### src/rtl/cs_accum_pkg.sv
// Shared types and elaboration helpers for the carry-save accumulator.
package cs_accum_pkg;

  typedef enum logic [1:0] {
    ACC     = 2'd0,
    RESOLVE = 2'd1,
    OUT     = 2'd2
  } state_t;

  function automatic int n_chunks(input int width, input int chunk);
    return width / chunk;
  endfunction

  function automatic bit chunk_legal(input int width, input int chunk);
    return (chunk > 0) && (width >= chunk) && ((width % chunk) == 0);
  endfunction

endpackage

### src/rtl/cs_accum_cmprs_3to2.sv
// 3:2 compressor (full-adder) cell used to build the carry-save row.
module cmprs_3to2 (
  input  logic a,
  input  logic b,
  input  logic c,
  output logic sum,
  output logic cout
);

  assign sum  = a ^ b ^ c;
  assign cout = (a & b) | (a & c) | (b & c);

endmodule

### src/rtl/cs_accum.sv
// Carry-save accumulator with chunked carry-propagate resolve.
// Define CS_ACCUM_FAST_RESOLVE_EN for a single-cycle full-width resolve.
//
// state   | meaning
// ACC     | accept operands into the redundant s/c pair
// RESOLVE | carry-propagate s+c into r
// OUT     | hold r on out_data until out_ready
module cs_accum
  import cs_accum_pkg::*;
#(
  parameter int WIDTH = 32,
  parameter int CHUNK = 8
) (
  input  logic             clk,
  input  logic             rst,
  input  logic             in_valid,
  output logic             in_ready,
  input  logic [WIDTH-1:0] in_data,
  input  logic             in_last,
  output logic             out_valid,
  input  logic             out_ready,
  output logic [WIDTH-1:0] out_data
);

  if (!chunk_legal(WIDTH, CHUNK)) begin : g_param_err
    $error("cs_accum: WIDTH must be a positive multiple of CHUNK");
  end

  state_t           state;
  logic [WIDTH-1:0] s;
  logic [WIDTH-1:0] c;
  logic [WIDTH-1:0] r;
  logic [WIDTH-1:0] csa_sum;
  logic [WIDTH-1:0] csa_maj;

  for (genvar i = 0; i < WIDTH; i++) begin : g_csa
    cmprs_3to2 u_cmprs (
      .a    (s[i]),
      .b    (c[i]),
      .c    (in_data[i]),
      .sum  (csa_sum[i]),
      .cout (csa_maj[i])
    );
  end

`ifndef CS_ACCUM_FAST_RESOLVE_EN
  localparam int N  = n_chunks(WIDTH, CHUNK);
  localparam int IW = (N > 1) ? $clog2(N) : 1;
  localparam logic [IW-1:0] LAST_IDX = IW'(N - 1);

  logic [IW-1:0]  idx;
  logic           cin;
  logic [CHUNK:0] chunk_sum;

  assign chunk_sum = {1'b0, s[idx*CHUNK +: CHUNK]} + {1'b0, c[idx*CHUNK +: CHUNK]}
                   + {{CHUNK{1'b0}}, cin};
`endif

  assign in_ready  = (state == ACC);
  assign out_valid = (state == OUT);
  assign out_data  = r;

  always_ff @(posedge clk) begin
    if (rst) begin
      state <= ACC;
      s     <= '0;
      c     <= '0;
      r     <= '0;
`ifndef CS_ACCUM_FAST_RESOLVE_EN
      idx   <= '0;
      cin   <= 1'b0;
`endif
    end else begin
      case (state)
        ACC: begin
          if (in_valid) begin
            s <= csa_sum;
            // bit WIDTH-1 of the majority term falls off: modulo 2^WIDTH
            c <= csa_maj << 1;
            if (in_last) begin
              state <= RESOLVE;
`ifndef CS_ACCUM_FAST_RESOLVE_EN
              idx   <= '0;
              cin   <= 1'b0;
`endif
            end
          end
        end
        RESOLVE: begin
`ifdef CS_ACCUM_FAST_RESOLVE_EN
          r     <= s + c;
          state <= OUT;
`else
          r[idx*CHUNK +: CHUNK] <= chunk_sum[CHUNK-1:0];
          cin <= chunk_sum[CHUNK];
          idx <= idx + 1'b1;
          if (idx == LAST_IDX) state <= OUT;
`endif
        end
        OUT: begin
          if (out_ready) begin
            s     <= '0;
            c     <= '0;
            r     <= '0;
            state <= ACC;
          end
        end
        default: state <= ACC;
      endcase
    end
  end

endmodule

### config.mk
export PLATFORM = sky130hd
export DESIGN_NAME = cs_accum
export DESIGN_NICKNAME = d
export VERILOG_FILES = /design/src/rtl/cs_accum_pkg.sv /design/src/rtl/cs_accum_cmprs_3to2.sv /design/src/rtl/cs_accum.sv
export SDC_FILE = /design/constraint.sdc
export NUM_CORES = 1
export LEC_CHECK = 0
export BUFFER_PORTS_ARGS = -buffer_cell sky130_fd_sc_hd__buf_2
export CAP_MARGIN = 20
export CORE_ASPECT_RATIO = 1.5
export CORE_MARGIN = 2
export CORE_UTILIZATION = 47
export CTS_CLUSTER_SIZE = 8
export DETAILED_ROUTE_END_ITERATION = 6
export GPL_TIMING_DRIVEN = 1
export PLACE_DENSITY = 0.68
export SYNTH_ARGS = -nofsm -noshare
export SYNTH_HDL_FRONTEND = slang
export SYNTH_SLANG_ARGS = --single-unit
### constraint.sdc
create_clock -name clk -period 3.9 [get_ports clk]
set_input_delay 0.78 -clock clk [delete_from_list [all_inputs] [get_ports clk]]
set_output_delay 0.78 -clock clk [all_outputs]
set_load 0.03 [all_outputs]
==> results.ini <==
[final_layout]
most-common-layout-cells=dfxtp_1 (100), nor2_1 (94), a22oi_1 (84)
antenna_cells=0
final_common_cell=dfxtp_1
syn2layout_area_growth_pct=14.8
nets=606
post_route_cells_drive_above_1_share_pct=23.2

[yosys]
ys_warn_count=0
synth_edf_count=0
seq_area_frac_synth_pct=40.4
synth_area_leaders=dfxtp_1 (40%), fa_1 (13%), a22oi_1 (13%), nor2_1 (7.1%), mux4_2 (6.8%)
synth.net_count=553
synth_top_area_share_pct=40.4
synth_area_leader_cell=dfxtp_1
synthCells=472
dominantRegCellSynth=dfxtp_1
async_flop_share_pct=0
synth_area_sq_um=4960
syn_avg_cell_area_sq_um=10.5
synth-seq-cells=100
yosysUniqueCellTypes=49

[outcome]
status=complete, no violations

[critical_path]
slowest_delay_ps=430
cp_slowest_cell=fa_1
crit_type=flop to flop
critPathArrivalTime_ps=3410
critical_path.top_delay_family=compound AO/OA/AOI/OAI gates
end_kind=flop
critPathLaunchType=flop
crit_buf_inv=3
required_ps=4160
path_cells=buf_4, inv_1, nand3_1, o21ai_0, fa_1, inv_1, fa_1, nor2b_1, o31a_1, o311a_1, or3_4, o31ai_2
crit_fanout=22
r2r_setup_slack_ps=750

[drt]
drt-initial-drc-count=284
final_antenna_net_count=0
dr_total_vias=3824
firstDrtPassIters=5
wl_per_cell_microns=16.8
viasPerCell=5.70
routed_wl_mm=11.3
drc=0

[place]
port_buffers=70
gp_congestion=0.826
dp_hpwl_mm=8.50
place_ws_ps=747

[worst_hold_path]
worst_hold_path_type=flop to flop

[timing]
setup_viol=0
worst_pin_slew_ps=783
rsz0062_at_grt=false
max_slew_margin_pct=47.8
period_share_pct=80.8
hold_viol=0
tns_ps=0
fmax_mhz=317
setup_ws_ps=747
slew_violations=0
layout_min_cycle_time_ps=3150
fin_worst_skew_ps=7.23

[floorplan]
std_cell_rows=45
initial_core_util_pct=48.7
die-area_sq_um=11400
coreArea_sq_um=10200
pin_count=71
die_w_microns=87.9
dieHeight_microns=130

[power]
peakVddDrop_mv=0.220
finalPower_mw=2.31
p_per_area_nw_per_um2=405
p_leak_nw=2.31

[clock_network]
postCtsSetupBuffers=0
hold_buffers=0
h-tree-depth=3
clock_latency_ps=340
cts_made_buffers=9
path_clk_slew_ps=60
cts_sinks=100
cts_tree=built
cts_resized=0
cts_max_path_buffers=2
clockRootBuffer=clkbuf_16

[global_routing]
grt_pass1_wl_mm=18.7
overflow=0
grt_pass1_vias=3703
antenna_found_initial=0
grt_max_degree=46
grt_use_total_pct=21.1

[run]
drv_cap=0

==> kinds of logic after synthesis <==
family	count (synthesis)	share of synthesized area (%)
AND/OR/NAND/NOR	145	14.3
AO/OA/AOI/OAI	119	17.8
flip-flops	100	40.4
adder cells (fa/ha/maj)	44	15.9
buffers and inverters	42	3.46
multiplexers	18	7.44
XOR/XNOR	4	0.706
==> through the flow <==
step,std cells,hold WS (ps),util [%],instance area (sq um)
after floorplan,472,437,-,4960
after global placement,655,470,52.9,5390
after detailed placement,655,471,52.9,5390
after CTS,671,484,55.9,5700
after global routing,671,503,55.9,5700
final,671,475,55.9,5700
==> state kept, by name (all words and copies together) (netlist names) <==
register / flops
out_data: 32
c: 31
s: 32
cin: 1
state: 2
idx: 2
==> cell usage after synthesis (2+ instances only) <==
master / instances
dfxtp_1: 100
nor2_1: 94
a22oi_1: 84
fa_1: 32
clkbuf_1: 28
nand3b_1: 16
mux4_2: 15
ha_1: 12
a21oi_1: 10
inv_1: 8
nand3_1: 8
o21ai_0: 8
nand2_1: 5
nand2b_1: 5
or2_2: 3
a21oi_2: 2
buf_1: 2
buf_2: 2
mux2i_1: 2
nor3_1: 2
o211ai_1: 2
o31ai_1: 2
o31ai_2: 2
xnor2_1: 2
xor2_1: 2
==> worst paths after layout <==
kind | depth (start not counted) | startpoint | endpoint
max | 12 | idx[0] | out_data[6]
min reg2reg | 2 | s[31] | s[31]
min | 2 | s[31] | s[31]
max reg2reg | 12 | idx[0] | out_data[6]
==> area by class of cell <==
class / instances / area [sq um]
tap: 141 / 176
multi-input combinational: 330 / 2790
timing repair buffer: 76 / 395
inverter: 8 / 30.0
clock buffer: 12 / 256
clock inverter: 4 / 47.5
sequential: 100 / 2000
fill: 933 / 4490
==> per-layer routing <==
metal | global-route usage, % | up-vias | routed length (microns) | part of all wire, %
met5 | 0 | - | 0 | 0
met4 | 7.51 | 0 | 185 | 1.6
met3 | 4.24 | 17 | 628 | 5.6
met2 | 35.4 | 126 | 5770 | 51
met1 | 26.9 | 1857 | 4700 | 42
li1 | - | 1824 | - | -
==> report_power, final <==
group / switching [mW] / internal, mW / leakage, nW
sequential: 0.0434 / 1.06 / 0.812
clock: 0.362 / 0.530 / 0.149
combinational: 0.174 / 0.132 / 1.34
total: 0.580 / 1.73 / 2.31
==> worst register-to-register path, stage by stage, from the launching register on <==
cell	delay, ps
dfxtp_1	350
buf_4	350
inv_1	170
nand3_1	90
o21ai_0	110
fa_1	430
inv_1	90
fa_1	200
nor2b_1	60
o31a_1	270
o311a_1	310
or3_4	430
o31ai_2	220
Note: power is estimated with default switching activity, not from simulation.
